$ cat src/rtl/wide_add_sequencer.sv
// wide_add_sequencer: WORDS*SIZE-bit add done one SIZE-bit word per clock,
// least-significant word first, with the carry chained through a register.
// Optional build macro WIDE_ADD_SUB_EN adds a `sub` input (A-B via invert+1).

// One SIZE-bit adder slice; the only arithmetic in the sequencer.
module full_adder #(
   parameter int SIZE = 8
) (
   input  logic [SIZE-1:0] x,
   input  logic [SIZE-1:0] y,
   input  logic            ci,
   output logic [SIZE-1:0] s,
   output logic            co
);
   assign {co, s} = {1'b0, x} + {1'b0, y} + {{SIZE{1'b0}}, ci};
endmodule

module wide_add_sequencer #(
   parameter int SIZE  = 8,
   parameter int WORDS = 4,
   localparam int W    = WORDS * SIZE
) (
   input  logic         clk,
   input  logic         rst_n,
   input  logic         start,
   input  logic [W-1:0] a,
   input  logic [W-1:0] b,
`ifdef WIDE_ADD_SUB_EN
   input  logic         sub,
`endif
   output logic         busy,
   output logic         done,
   output logic [W-1:0] sum,
   output logic         cout
);
   localparam int CW = (WORDS > 1) ? $clog2(WORDS) : 1;

   typedef enum logic [1:0] {IDLE, RUN, DONE} state_t;

   state_t          state_q, state_d;
   logic [W-1:0]    a_q, b_q, res_q, res_next;
   logic [CW-1:0]   idx_q;
   logic            carry_q;
   logic [SIZE-1:0] word_s;
   logic            word_co;
   logic            accept, last, sub_i;

`ifdef WIDE_ADD_SUB_EN
   assign sub_i = sub;
`else
   assign sub_i = 1'b0;
`endif

   assign accept = start && (state_q == IDLE || state_q == DONE);
   assign last   = (idx_q == CW'(WORDS - 1));

   // Operands shift down one word per RUN cycle, so the slice always sees word 0.
   full_adder #(.SIZE(SIZE)) u_slice (
      .x  (a_q[SIZE-1:0]),
      .y  (b_q[SIZE-1:0]),
      .ci (carry_q),
      .s  (word_s),
      .co (word_co)
   );

   // Result words enter at the top and shift down; after WORDS cycles they are aligned.
   generate
      if (WORDS == 1) begin : g_one
         assign res_next = word_s;
      end else begin : g_many
         assign res_next = {word_s, res_q[W-1:SIZE]};
      end
   endgenerate

   // State register.
   always_ff @(posedge clk or negedge rst_n) begin
      if (!rst_n) state_q <= IDLE;
      else        state_q <= state_d;
   end

   // Next-state logic; DONE accepts a new start just like IDLE.
   always_comb begin
      state_d = state_q;
      case (state_q)
         IDLE:    if (start) state_d = RUN;
         RUN:     if (last)  state_d = DONE;
         DONE:    state_d = start ? RUN : IDLE;
         default: state_d = IDLE;
      endcase
   end

   // Outputs decoded from state.
   always_comb begin
      busy = (state_q == RUN);
      done = (state_q == DONE);
   end

   // Datapath: capture on accept, one word per RUN cycle, publish on the last word.
   always_ff @(posedge clk or negedge rst_n) begin
      if (!rst_n) begin
         a_q     <= '0;
         b_q     <= '0;
         res_q   <= '0;
         idx_q   <= '0;
         carry_q <= 1'b0;
         sum     <= '0;
         cout    <= 1'b0;
      end else if (accept) begin
         a_q     <= a;
         b_q     <= b ^ {W{sub_i}};
         idx_q   <= '0;
         carry_q <= sub_i;
      end else if (state_q == RUN) begin
         a_q     <= a_q >> SIZE;
         b_q     <= b_q >> SIZE;
         res_q   <= res_next;
         carry_q <= word_co;
         if (last) begin
            sum  <= res_next;
            cout <= word_co;
         end else begin
            idx_q <= idx_q + CW'(1);
         end
      end
   end
endmodule
$ cat config.mk
export PLATFORM = sky130hd
export DESIGN_NAME = wide_add_sequencer
export DESIGN_NICKNAME = d
export VERILOG_FILES = /design/src/rtl/wide_add_sequencer.sv
export SDC_FILE = /design/constraint.sdc
export NUM_CORES = 1
export LEC_CHECK = 0
export CORE_ASPECT_RATIO = 1.25
export CORE_UTILIZATION = 50
export DETAILED_ROUTE_END_ITERATION = 8
export PLACE_DENSITY = 0.81
export SKIP_CTS_REPAIR_TIMING = 1
export SLEW_MARGIN = 20
export SYNTH_ARGS = -nofsm -noshare
export SYNTH_HDL_FRONTEND = slang
export SYNTH_SLANG_ARGS = --single-unit
$ cat constraint.sdc
create_clock -name clk -period 2.9 [get_ports clk]
set_input_delay 0.435 -clock clk [delete_from_list [all_inputs] [get_ports clk]]
set_output_delay 0.435 -clock clk [all_outputs]
set_load 0.01 [all_outputs]
; After elaboration in Yosys (flattened, before gate mapping)
; Index checks and enable logic that the tools add are counted.
[op_classes]
n_addsub = 3
n_eq_ne = 6
n_mux = 13
bitwise_logic = 1
reduce_logical = 8
[ops]
columns = operator, n
row1 = $mux 32, 4
row2 = $mux 2, 5
row3 = $add 8x8->9, 1
row4 = $add 9x1->9, 1
row5 = $pmux 2 s3, 1
row6 = $reduce_and 2->1, 3
row7 = $eq 2x2->1 const B, 2
row8 = $ne 2x2->1 const B, 2
row9 = $mux 1, 3
row10 = $reduce_and 3->1, 1
row11 = $add 2x1->2 const B, 1
row12 = $eq 2x1->1 const B, 1
row13 = $logic_not 2->1, 1
row14 = $ne 2x1->1 const B, 1
row15 = $reduce_bool 2->1, 1
row16 = $logic_and 1x1->1, 1
row17 = $logic_or 1x1->1, 1
row18 = $not 1->1, 1
[totals]
reg_bits = 134
word_cells = 39

; Longest topological paths before layout
[depth]
depth_word = 5
mapped_depth = 8

; By module
; Synthesis repeated with hierarchy kept, for this count alone.
[unflattened]
hier_cells = 447
hier_area_um2 = 6241.0
[by_module_without_submodules]
columns = module, instances, cells_each, area_per_inst_um2, seq_area_each_um2
row1 = wide_add_sequencer, 1, 407, 5909.4, 3153.0
row2 = full_adder, 1, 40, 331.6, 0.0

; Worst setup path after synthesis
; Ideal clock, no wire load.
[synth_timing]
path_type = flip-flop to flip-flop
startpoint = reg a_q[0]
endpoint = reg sum[30]
setup_ps = 68
arrival_ps = 2059
required_ps = 2832
path_slack_ps = 773
path_stages_with_launch = 7
path_buffers = 0
period_less_slack_ps = 2127
cell_sequence = dfrtp_1 -> fa_1 -> fa_1 -> a21oi_2 -> o211ai_2 -> or3_1 -> nand3_1
[synth_between]
elab_chain_cells = 2
[synth_rtl]
columns = item, line_no
row1 = from (decl), 41  ; logic [W-1:0] a_q, b_q, res_q, res_next;
row2 = from (signal assigned), 114  ; a_q <= a_q >> SIZE;
row3 = $add 8x8->9, 15  ; assign {co, s} = {1'b0, x} + {1'b0, y} + {{SIZE{1'b0}}, ci};
row4 = $add 9x1->9, 15
row5 = to (signal assigned), 119  ; sum <= res_next;
row6 = to (decl), 33  ; output logic [W-1:0] sum,
; No other way between the ends.
; A chain may end at the register's enable or synchronous reset.

; Final worst setup path
; Ends and elaborated chain as after synthesis.

==> results.md <==
- Required arrival time at the worst endpoint: 3240 ps
- Pre-antenna DRT Iters: 5
- Leakage power figure: 3.34 nW
- Initial antenna violation count: 0
- Most numerous cell on the critical path: fa_1
- Maximum achievable frequency: 0.438 GHz
- Mapped Cells: 502
- Num rows: 42
- Number of nets still failing antenna checks after routing: 0
- Final setup violating endpoints: 0
- Total GRT Usage: 0.221
- Longest Clk Path Bufs: 2
- Maximum vdd drop: 0.000476 V
- Total wire length after detailed routing: 11.4 mm
- Source-to-sink clock delay at the later pin of the worst-skew pair: 410 ps
- Maximum fanout count along the critical path: 4
- Crit path kind: register to register
- Max incr delay on CP: 500 ps
- Top-level I/O count: 102
- Wire length of the first global-routing pass: 19.2 mm
- Worst clock skew on the final layout: 5.68 ps
- Total of warnings raised by yosys: 0
- Buffers added on ports: 101
- Number of clock buffers inserted by TritonCTS: 17
- Vias in the first global route: 4,062
- Width of the chip: 94.9 um
- Remaining global-route overflow: 0
- Fin. Hold Viols: 0
- Final number of max-transition violations: 0
- Final HPWL DP: 7.30 mm
- Vert. Die Dim: 118 um
- Master of the slowest instance on the critical path: fa_1
- Iter 0 DRT Violations: 213
- Post-Place Cell Area: 6470 sq um
- Fraction of final layout cells sized beyond drive strength 1: 0.123
- Synthesized netlist net count: 579
- Register-to-register path setup slack: 620 ps
- Part of the cycle the worst path needs: 0.787
- Worst Setup Start Kind: register
- Core area: 10,600 sq um
- Largest net degree at the start of global routing: 68
- TritonCTS clock tree: yes
- Hold slack: 42.2 ps
- Effective utilization at floorplan: 0.511
- Final RePlAce weighted congestion: 0.912
- Worst min-delay path class: input port to async pin
- R2R Path Start: a_q[0]$_DFFE_PN0P_
- Detailed-route DRC error count: 0
- Clock slew seen by the registers of the worst setup and hold paths: 60 ps
- Distinct cell type count of the synthesized netlist: 46
- Master cell of the clock root buffer: clkbuf_16
- Final std cells w/o fill: 743
- Max-cap violations: 0
- Minimum clock period after layout: 2280 ps
- Sequential fraction of the synthesis area: 0.584
- Status: completed
- Total clock sinks: 126
- Overall via count from detail_route: 4,041
- Unrepaired setup endpoints after global routing: no
- DP Worst Slack: 641 ps
- Area growth from synthesis to layout: 31.2%
- Cell area power density: 1190 nW/um^2
- Mean instance size in the synthesized netlist: 10.8 sq um
- Number of instances in the placed design: 711
- Per-cell routed wire length: 15.4 um
- Final sum of negative setup slack: 0 ps
- Die Footprint: 11,200 sq um
- Worst Path Arrival: 2630 ps
- Actual transition at the worst max-transition pin: 644 ps
- Post-DR vias/cell: 5.44
- Slack of the critical path: 617 ps
- Post-route cell area: 7080 sq um
- Net total in the final layout: 675
- R2r worst-path depth: 6
- Combined area of all synthesized cells: 5400 sq um
- Setup crit end kind: register
- CP Cell Sequence: fa_1 > fa_1 > a21oi_2 > o211ai_2 > or3_1 > nand3_1
- Deepest level of the CTS H-tree: 4
- Antenna fix cells: 0
- Cell type group with the largest total delay on the critical path: adder cells
- Combined buffer and inverter count along the critical path: 0
- Number of storage elements in the synthesis netlist: 126
- Endpoint of the worst register-to-register path: sum[30]$_DFFE_PN0P_
- Worst-case headroom to the max-slew limit: 0.571
-- power breakdown --
part | leakage, nW | switching [mW] | internal, mW | total, mW
logic | 1.46 | 1.80 | 1.50 | 3.29
registers | 1.60 | 0.480 | 2.54 | 3.02
clock network | 0.288 | 0.769 | 1.37 | 2.14
-- cell families after synthesis --
| logic type | Yosys count | synth area share |
|---|---|---|
| AO/OA/AOI/OAI | 99 | 0.137 |
| XOR/XNOR | 3 | 0.00487 |
| adder cells (fa/ha/maj) | 10 | 0.0260 |
| buffers and inverters | 38 | 0.0406 |
| flip-flops | 126 | 0.584 |
| multiplexers | 27 | 0.0561 |
| AND/OR/NAND/NOR | 199 | 0.151 |
-- stage by stage --
stage	util	power, mW
after floorplan	-	5.24
after global placement	0.613	6.12
after detailed placement	0.613	6.28
after CTS	0.670	8.50
after global routing	0.670	9.04
final	0.670	8.46
-- placed cells by master, fill, tap and decap left out, types with 5 or more instances in the layout --
cell	synthesis	routed
a21oi_1	5	5
a22o_1	16	16
a22oi_1	48	48
buf_4	11	8
clkbuf_16	0	17
clkdlybuf4s50_1	0	100
dfrtp_1	126	126
ha_1	8	8
mux2_2	26	26
nand2_1	168	168
nor2_1	8	8
o21ai_0	10	10
-- area by class of cell --
cell class,instances,area [sq um]
Clock inverter,14,166
Fill cell,809,3480
Inverter,5,21.3
Tap cell,132,165
Clock buffer,18,439
Timing Repair Buffer,110,1100
Multi-Input combinational cell,338,2030
Sequential cell,126,3150
-- flip-flops by register name (all words and copies together), names as in the netlist --
register  cells
res_q        24
carry_q       1
b_q          32
idx_q         2
state_q       2
cout          1
a_q          32
sum          32
-- per-layer routing --
metal  GRT usage  vias to the layer above  share of wire
met4      0.0701                        0          0.018
met2       0.349                      142           0.50
li1            -                     1929              -
met1       0.284                     1947           0.42
met3      0.0766                       23          0.062
met5           0                        -              0
-- how the worst max path moves through the flow --
stage	start	to	slack (ps)	cells past startpoint
after floorplan	a_q[0]$_DFFE_PN0P_	sum[30]$_DFFE_PN0P_	770	6
after global placement	a_q[0]$_DFFE_PN0P_	sum[30]$_DFFE_PN0P_	710	6
after detailed placement	a_q[0]$_DFFE_PN0P_	sum[30]$_DFFE_PN0P_	640	6
after CTS	a_q[0]$_DFFE_PN0P_	sum[30]$_DFFE_PN0P_	610	6
after global routing	a_q[0]$_DFFE_PN0P_	res_q[30]$_DFFE_PN0P_	540	6
final	a_q[0]$_DFFE_PN0P_	sum[30]$_DFFE_PN0P_	620	6
-- Yosys cell counts (all sizes together) --
cell	n	area (sq um)
fa	2	40.0
inv	5	21.3
o211ai	3	27.5
or3	2	12.5
a22o	16	140
o311ai	1	8.76
nand3	4	20.0
a211oi	2	20.0
buf	26	170
o211a	1	10.0
clkbuf	7	27.5
or2	1	6.26
nor2	9	41.3
nand2b	4	25.0
nand4b	2	17.5
nor2b	2	12.5
nor4b	1	8.76
o31ai	2	15.0
xnor2	3	26.3
ha	8	100
dfrtp	126	3150
nand2	168	631
nand3b	2	15.0
a2111oi	1	8.76
a21o	1	7.51
o311a	1	10.0
o21ai	12	60.1
mux2i	1	10.0
a211o	1	8.76
o21bai	1	7.51
o21a	2	15.0
nor3b	2	15.0
nor3	2	10.0
mux2	26	293
a22oi	48	360
a21oi	6	33.8
o31a	1	8.76
Note: power is estimated with default switching activity, not from simulation.
